## src/rtl/jump_resolver.sv

```systemverilog
// ----------------------------------------------------------------------------
// jump_resolver
//
// EX-stage resolution unit for the unconditional jump predictor. Each IF-stage
// prediction (taken flag plus predicted next PC) rides down the IF->ID->EX
// pipeline in two prediction slots alongside its instruction. In EX the
// prediction is compared with the resolved control-flow outcome. A mismatch
// does three things: it tells the predictor to update, it redirects the front
// end, and it flushes the two younger slots.
//
// Optional feature macro: JUMP_RESOLVER_STATS_EN
//   defined   -> saturating resolved/mispredict statistics counters
//   undefined -> counter logic absent, both count ports tied to 0
//
// Instruction class encoding on ir_type_in_ex:
//   JAL_IR = 4'd1, JALR_IR = 4'd2, BRANCH_IR = 4'd3, anything else = other
//
// Ports:
//   clk                    single clock, all state updates on posedge
//   rst                    synchronous active-high reset
//   valid_in_if            IF holds a real instruction this cycle
//   u_jump_in_if           predictor's taken decision for the IF instruction
//   addr_prediction_in_if  predictor's next PC for the IF instruction
//   stall                  pipeline hold for IF/ID/EX
//   pc4_in_ex              PC+4 of the EX instruction
//   ir_type_in_ex          instruction class of the EX instruction
//   branch_taken_in_ex     resolved branch condition (BRANCH_IR only)
//   target_addr_in_ex      computed jump/branch target
//   is_prediction_wrong    EX prediction mismatched the outcome (to predictor)
//   jump_addr_if_taken     copy of target_addr_in_ex (to predictor)
//   redirect               fetch from redirect_addr; also flushes IF and ID
//   redirect_addr          correct next PC of the EX instruction
//   resolved_count         valid control instructions resolved
//   mispredict_count       mispredictions seen
// ----------------------------------------------------------------------------
module jump_resolver #(
   parameter int COUNTER_WIDTH = 32
) (
   input  logic                     clk,
   input  logic                     rst,
   input  logic                     valid_in_if,
   input  logic                     u_jump_in_if,
   input  logic [31:0]              addr_prediction_in_if,
   input  logic                     stall,
   input  logic [31:0]              pc4_in_ex,
   input  logic [3:0]               ir_type_in_ex,
   input  logic                     branch_taken_in_ex,
   input  logic [31:0]              target_addr_in_ex,
   output logic                     is_prediction_wrong,
   output logic [31:0]              jump_addr_if_taken,
   output logic                     redirect,
   output logic [31:0]              redirect_addr,
   output logic [COUNTER_WIDTH-1:0] resolved_count,
   output logic [COUNTER_WIDTH-1:0] mispredict_count
);

   localparam logic [3:0] JAL_IR    = 4'd1;
   localparam logic [3:0] JALR_IR   = 4'd2;
   localparam logic [3:0] BRANCH_IR = 4'd3;

   logic        slot_id_valid;
   logic        slot_id_u_jump;
   logic [31:0] slot_id_addr;
   logic        slot_ex_valid;
   logic        slot_ex_u_jump;
   logic [31:0] slot_ex_addr;

   logic        is_ctrl;
   logic        actual_taken;
   logic [31:0] predicted_next;
   logic [31:0] actual_next;
   logic        wrong;

   // Resolve the EX prediction against the real outcome. A not-taken
   // prediction implies fall-through, so both sides reduce to a full next-PC
   // value and a single 32-bit compare catches wrong direction and wrong
   // target alike.
   always_comb begin
      is_ctrl      = 1'b0;
      actual_taken = 1'b0;
      case (ir_type_in_ex)
         JAL_IR, JALR_IR: begin
            is_ctrl      = 1'b1;
            actual_taken = 1'b1;
         end
         BRANCH_IR: begin
            is_ctrl      = 1'b1;
            actual_taken = branch_taken_in_ex;
         end
         default: begin
            is_ctrl      = 1'b0;
            actual_taken = 1'b0;
         end
      endcase
      predicted_next = slot_ex_u_jump ? slot_ex_addr : pc4_in_ex;
      actual_next    = actual_taken ? target_addr_in_ex : pc4_in_ex;
      wrong          = slot_ex_valid & is_ctrl & (predicted_next != actual_next);
   end

   // All outputs are held at zero while reset is asserted, which also
   // guarantees that reset beats a coincident misprediction.
   always_comb begin
      is_prediction_wrong = wrong & ~rst;
      redirect            = wrong & ~rst;
      redirect_addr       = rst ? 32'd0 : actual_next;
      jump_addr_if_taken  = rst ? 32'd0 : target_addr_in_ex;
   end

   // Prediction slots. A misprediction squashes both younger slots even
   // during a stall, because the instructions behind it are on the wrong
   // path and the front end is being redirected regardless.
   always_ff @(posedge clk) begin
      if (rst) begin
         slot_id_valid <= 1'b0;
         slot_ex_valid <= 1'b0;
      end else if (wrong) begin
         slot_id_valid <= 1'b0;
         slot_ex_valid <= 1'b0;
      end else if (!stall) begin
         slot_ex_valid  <= slot_id_valid;
         slot_ex_u_jump <= slot_id_u_jump;
         slot_ex_addr   <= slot_id_addr;
         slot_id_valid  <= valid_in_if;
         slot_id_u_jump <= u_jump_in_if;
         slot_id_addr   <= addr_prediction_in_if;
      end
   end

`ifdef JUMP_RESOLVER_STATS_EN
   logic [COUNTER_WIDTH-1:0] resolved_q;
   logic [COUNTER_WIDTH-1:0] mispredict_q;
   logic                     resolved_inc;

   // An instruction counts as resolved when it leaves EX; a misprediction
   // under stall still leaves EX because the slot is flushed.
   always_comb begin
      resolved_inc = slot_ex_valid & is_ctrl & (~stall | wrong);
   end

   // Saturating statistics counters.
   always_ff @(posedge clk) begin
      if (rst) begin
         resolved_q   <= '0;
         mispredict_q <= '0;
      end else begin
         if (resolved_inc && (resolved_q != '1)) begin
            resolved_q <= resolved_q + COUNTER_WIDTH'(1);
         end
         if (wrong && (mispredict_q != '1)) begin
            mispredict_q <= mispredict_q + COUNTER_WIDTH'(1);
         end
      end
   end

   always_comb begin
      resolved_count   = rst ? '0 : resolved_q;
      mispredict_count = rst ? '0 : mispredict_q;
   end
`else
   always_comb begin
      resolved_count   = '0;
      mispredict_count = '0;
   end
`endif

endmodule

```

## config.mk

```make
export PLATFORM = sky130hd
export DESIGN_NAME = jump_resolver
export DESIGN_NICKNAME = d
export VERILOG_FILES = /design/src/rtl/jump_resolver.sv
export SDC_FILE = /design/constraint.sdc
export NUM_CORES = 1
export LEC_CHECK = 0
export CORE_ASPECT_RATIO = 0.7
export CORE_MARGIN = 2
export CORE_UTILIZATION = 26
export DETAILED_ROUTE_END_ITERATION = 6
export DONT_BUFFER_PORTS = 1
export PLACE_DENSITY = 0.44
export SYNTH_ARGS = -nofsm -noshare
export SYNTH_HDL_FRONTEND = slang
export SYNTH_SLANG_ARGS = --single-unit
```

## constraint.sdc

```tcl
create_clock -name clk -period 12.5 [get_ports clk]
set_input_delay 3.125 -clock clk [delete_from_list [all_inputs] [get_ports clk]]
set_output_delay 3.125 -clock clk [all_outputs]
set_load 0.02 [all_outputs]
```

==> results of run 1 <==
==> metrics by stage <==
step / total power [mW] / util [%] / hold slack, ns / setup WS (ns) / cells
floorplan: 0.385 / - / 0.400 / 2.32 / 656
global placement: 0.383 / 26.3 / 0.402 / 3.49 / 825
detailed placement: 0.383 / 26.3 / 0.405 / 3.42 / 825
CTS: 0.667 / 27.9 / 0.416 / 3.42 / 840
global route: 0.686 / 27.9 / 0.420 / 3.18 / 840
finish: 0.657 / 27.9 / 0.418 / 3.38 / 842
==> worst max-delay path, cell delays in order <==
cell      delay, ns
nor2_2         0.22
nand3_4        0.38
buf_4          0.43
or4_1          0.45
and3_1         0.17
a211oi_1       0.45
nand3_1        0.24
o211a_1        0.45
==> layer usage <==
layer	track usage (%)	part of all wire, %
met1	18.9	48
met2	19.6	41
met3	5.58	9.1
met4	4.18	1.4
met5	0	0.33
==> layout make-up <==
class / count / area share [%]
antenna: 2 / 0.0908
clock buffer: 9 / 4.09
clock inverter: 6 / 1.63
inverter: 3 / 0.204
multi-input combinational: 476 / 50.1
sequential: 68 / 36.7
tap: 270 / 6.13
timing repair buffer: 8 / 1.09
==> cells in the final DEF (no fill, tap or decap), types with 2 or more instances in the layout <==
cell type  instances
nor3_1             5
nand4_1            4
nand2_1           99
nor4_1             5
edfxtp_1          66
buf_4              8
xnor2_1           28
diode_2            2
a41oi_1           20
o22ai_1            2
xor2_1             4
o32ai_1           10
nor2_1             3
bufinv_16          2
o311ai_0           2
dfxtp_1            2
o21ai_0           41
a211oi_1           4
clkinv_4           2
or4_1             18
a21oi_1           34
a32oi_1            2
or3_1             26
nand3_1           25
inv_1              2
a2bb2oi_1          3
o41ai_1            6
and3_1             2
o41a_1             4
nor2b_1           36
a31oi_1            2
mux2_2             2
o221ai_1           6
conb_1            64
clkbuf_16          9
==> sequential cells by signal, indices dropped and copies added (netlist names) <==
| signal | count |
|---|---|
| slot_ex_u_jump | 1 |
| slot_id_valid | 1 |
| slot_ex_addr | 32 |
| slot_id_u_jump | 1 |
| slot_ex_valid | 1 |
| slot_id_addr | 32 |
==> synthesized netlist by cell type (all sizes together), types with 10 or more instances <==
library cell  number  area share, %
nor2b             36            4.3
a41oi             20            3.4
o32ai             10            1.7
or4               19            2.8
xnor2             28            4.7
nand2             99            7.1
edfxtp            66             38
or3               26            3.1
buf               79             11
nand3             26            2.6
clkbuf            30            2.2
a21oi             34            3.3
o21ai             42            4.0
==> power by group <==
part | total (mW) | switching [mW] | internal, mW
clock network | 0.279 | 0.105 | 0.174
registers | 0.266 | 0.00489 | 0.261
logic | 0.112 | 0.0786 | 0.0334
total | 0.657 | 0.188 | 0.469
==> worst max path at each step <==
stage	from	end	slack [ns]	cells past startpoint
floorplan	ir_type_in_ex[3]	slot_ex_addr[0]	2.32	9
global placement	ir_type_in_ex[3]	redirect	3.49	8
detailed placement	ir_type_in_ex[3]	is_prediction_wrong	3.42	8
CTS	ir_type_in_ex[3]	is_prediction_wrong	3.42	8
global route	ir_type_in_ex[3]	is_prediction_wrong	3.18	8
finish	ir_type_in_ex[3]	is_prediction_wrong	3.38	8
==> kinds of logic after synthesis <==
logic type / Yosys count / synth area share (%)
flops: 68 / 38.8
mux: 3 / 0.624
xor+xnor: 32 / 5.38
compound gates: 143 / 18.5
buf+inv: 112 / 13.2
other cells: 1 / 0.0720
simple gates: 234 / 23.5
==> run_results.csv, run 1 <==
group,metric,value,unit
min_path,worstHoldStart,"slot_id_addr[4]",
place,dp_hpwl,10400,um
setup_path,crit_type,"in -> out",
min_path,holdCritPathClass,"reg -> reg",
global_routing,grtUsageTotal,13.7,%
timing,rsz0062_at_grt,"no",
timing,fin_skew,0.00518,ns
global_routing,antenna_found_initial,5,
global_routing,grt_max_degree,67,
cts,cts.clk_slew.worst_paths,0.06,ns
floorplanning,initial_utilization,26.4,%
global_routing,grt_pass1_wl,22200,um
cts,cts_buffers,9,
timing,finalMaxSlewViolations,0,
finish,fin_area,0.00551,mm2
power,power_density,119,mW/mm2
cts,cts_tree,"built",
routing,vias,4264,
logic_synthesis,ys_seq_area_share,38.8,%
place,numPortBuffers,0,
setup_path,rrSetupSlack,8.59,ns
finish,syn2layout_area_growth,5.79,%
logic_synthesis,synth_edf_count,66,
setup_path,crit-reg2reg-launch,"slot_ex_u_jump",
timing,min_period_over_period,73.0,%
timing,setup_viol,0,
timing,max_freq,0.110,GHz
outcome,status,"finished, final reports clean",
cts,clock_latency,0.34,ns
routing,ant_nets,0,
setup_path,reg2reg_depth,9,
floorplanning,die-width,173,um
timing,slew_headroom,38.5,%
place,placed_area,0.00519,mm2
floorplanning,ios,236,
logic_synthesis,ys_async_sr_fraction,0,%
cts,clockBufferDepth,2,
timing,tightest_slew,0.922,ns
global_routing,grt_pass1_vias,3875,
routing,drt_iter0_markers,371,
logic_synthesis,ys_ff_latch,68,
setup_path,critical_path_required,9.38,ns
floorplanning,rows,43,
cts,cts-resized-gates,0,
cts,htreeDepth,3,
routing,wl_per_cell,17.6,um
run,drv_cap,0,
place,gp_congestion,0.765,
routing,drt-total-wl,14800,um
logic_synthesis,syn-cell-area,0.00521,mm2
power,ir_drop,0.0000472,V
logic_synthesis,yosys_most_used_dff,"edfxtp_1",
logic_synthesis,synth_warnings,0,
min_path,min_to,"slot_ex_addr[4]",
setup_path,critPathMaxFanout,47,
setup_path,r2r_end,"slot_id_addr[22]",
logic_synthesis,syn_avg_cell_area,8.79,um2
finish,fill_cells,2050,
cts,cts.sinks,68,
logic_synthesis,synth_cell_types,54,
timing,period_minus_slack,9.12,ns
min_path,hold_depth,0,
setup_path,worstPathArrival,6.00,ns
routing,first_pass_iters,5,
logic_synthesis,syn_inst,593,
setup_path,endpoint_kind,"primary output",
floorplanning,die_y,122,um
routing,drc,0,
power,p_leak,1.80,nW
cts,cts-root-buf,"clkbuf_16",
floorplanning,dieArea,0.0212,mm2
cts,hold_buffers,0,
timing,finalHoldViolations,0,
setup_path,crit_path_start_kind,"primary input",
finish,nets,672,
timing,tns,0,ns
finish,multi_input_area,0.00276,mm2
finish,drive_above_1_share,5.79,%
finish,seqCellArea,0.00202,mm2
global_routing,grt_overflow,0,
cts,postCtsSetupBuffers,0,
floorplanning,design.core.area,0.0197,mm2
routing,viasPerCell,5.06,
(Power assumes the default switching activity.)
==> run 2: changes to the inputs <==
- PLACE_DENSITY: 0.44 -> 0.46
- clock period: 12.5 -> 7.74 ns (I/O delays scaled with it)
==> run 2 against run 1 <==
Clock skew grew 0.0033 ns. Cell area is essentially flat. Die area is the same. Combinational power grew 63%. Sequential share of layout area is essentially flat. Sequential cell count is the same. Count of clock-buffer cells in the layout grew 1. Global-route usage shrank 0.55 points. Non-clock buffer count shrank 1.
==> run_results.csv, run 2 (synthesized netlist as in run 1, its figures left out) <==
group,metric,value,unit
outcome,status,"finished, final reports clean",
setup_path,worstPathArrival,4.64,ns
timing,slew_headroom,36.2,%
place,gp_congestion,0.749,
timing,rsz0062_at_grt,"no",
cts,postCtsSetupBuffers,0,
finish,nets,671,
routing,first_pass_iters,5,
setup_path,crit_type,"in -> out",
cts,cts.clk_slew.worst_paths,0.06,ns
routing,drt_iter0_markers,361,
routing,drt-total-wl,14400,um
routing,viasPerCell,5.06,
setup_path,r2r_end,"slot_ex_addr[4]",
power,power_density,189,mW/mm2
cts,cts_buffers,9,
global_routing,grt_max_degree,67,
routing,ant_nets,0,
setup_path,crit-reg2reg-launch,"slot_ex_u_jump",
floorplanning,die_y,122,um
timing,period_minus_slack,6.58,ns
floorplanning,dieArea,0.0212,mm2
floorplanning,ios,236,
global_routing,grt_overflow,0,
global_routing,grt_pass1_vias,3651,
timing,tightest_slew,0.956,ns
finish,syn2layout_area_growth,5.81,%
cts,clock_latency,0.34,ns
finish,fill_cells,2043,
setup_path,crit_path_start_kind,"primary input",
timing,finalMaxSlewViolations,0,
timing,finalHoldViolations,0,
cts,clockBufferDepth,2,
routing,drc,0,
global_routing,antenna_found_initial,2,
place,dp_hpwl,10100,um
timing,tns,0,ns
finish,reg_top3,"slot_ex_addr x32, slot_id_addr x32",
floorplanning,rows,43,
place,numPortBuffers,0,
cts,cts-root-buf,"clkbuf_16",
min_path,holdCritPathClass,"reg -> reg",
timing,max_freq,0.152,GHz
cts,cts.sinks,68,
cts,cts-resized-gates,0,
finish,fin_area,0.00551,mm2
power,p_leak,1.80,nW
routing,vias,4257,
setup_path,endpoint_kind,"primary output",
setup_path,reg2reg_depth,8,
routing,wl_per_cell,17.1,um
floorplanning,initial_utilization,26.4,%
cts,htreeDepth,3,
global_routing,grtUsageTotal,13.2,%
timing,setup_viol,0,
power,ir_drop,0.0000769,V
timing,min_period_over_period,85.0,%
setup_path,rrSetupSlack,3.43,ns
run,drv_cap,0,
finish,mostFrequentLayoutCell,"nand2_1",
setup_path,critical_path_required,5.81,ns
setup_path,cp-startpoint,"ir_type_in_ex[3]",
finish,layout_common_cells,"99 x nand2_1, 66 x edfxtp_1, 64 x conb_1",
cts,cts_tree,"built",
cts,hold_buffers,0,
floorplanning,die-width,173,um
timing,fin_skew,0.00846,ns
setup_path,critPathMaxFanout,59,
setup_path,crit_end,"redirect",
floorplanning,design.core.area,0.0197,mm2
global_routing,grt_pass1_wl,21600,um
place,placed_area,0.00521,mm2
finish,drive_above_1_share,5.61,%
[run 2: through the flow]
stage	hold slack, ns	power (mW)	worst slack [ns]	std cells	utilization (%)
after global placement	0.401	0.619	1.16	824	26.4
after floorplan	0.400	0.620	0.829	656	-
after global routing	0.425	1.09	0.901	840	27.9
after detailed placement	0.405	0.621	1.13	824	26.4
after CTS	0.420	1.06	1.12	840	27.9
final	0.418	1.04	1.16	841	27.9
[run 2: final cells by class]
class / instances / area (um2) / area share, %
multi-input combinational: 476 / 2760 / 50.1
sequential: 68 / 2020 / 36.7
tap: 270 / 338 / 6.13
clock buffer: 10 / 229 / 4.15
timing repair buffer: 7 / 77.6 / 1.41
clock inverter: 6 / 72.6 / 1.32
inverter: 3 / 11.3 / 0.204
antenna: 1 / 2.50 / 0.0454
[run 2: report_power, final]
group | switching, mW | internal, mW | leakage [nW] | total [mW]
clock network | 0.175 | 0.253 | 0.144 | 0.428
registers | 0.00819 | 0.422 | 0.636 | 0.430
logic | 0.126 | 0.0553 | 1.02 | 0.182
[run 2: layer usage]
layer	GRT usage, %	part of all wire (%)
met1	19.0	49
met2	19.0	42
met3	4.24	7.4
met4	3.02	0.74
met5	0	0.090
[run 2: how the worst min path moves through the flow]
stage	from	to	slack, ns	depth (start not counted)
2_1_floorplan	slot_id_addr[0]	slot_ex_addr[0]	0.40	0
3_3_place_gp	slot_id_addr[15]	slot_ex_addr[15]	0.40	0
3_5_place_dp	slot_id_addr[25]	slot_ex_addr[25]	0.40	0
4_1_cts	slot_id_addr[25]	slot_ex_addr[25]	0.42	0
5_1_grt	slot_id_addr[10]	slot_ex_addr[10]	0.43	0
6_report	slot_id_addr[25]	slot_ex_addr[25]	0.42	0
[run 2: critical path: stages]
cell and delay, ns:
nor2_2 0.21, nand3_4 0.48, or4_1 0.60, nand3_1 0.12
nand4_1 0.23, or4_4 0.63, o211a_1 0.39
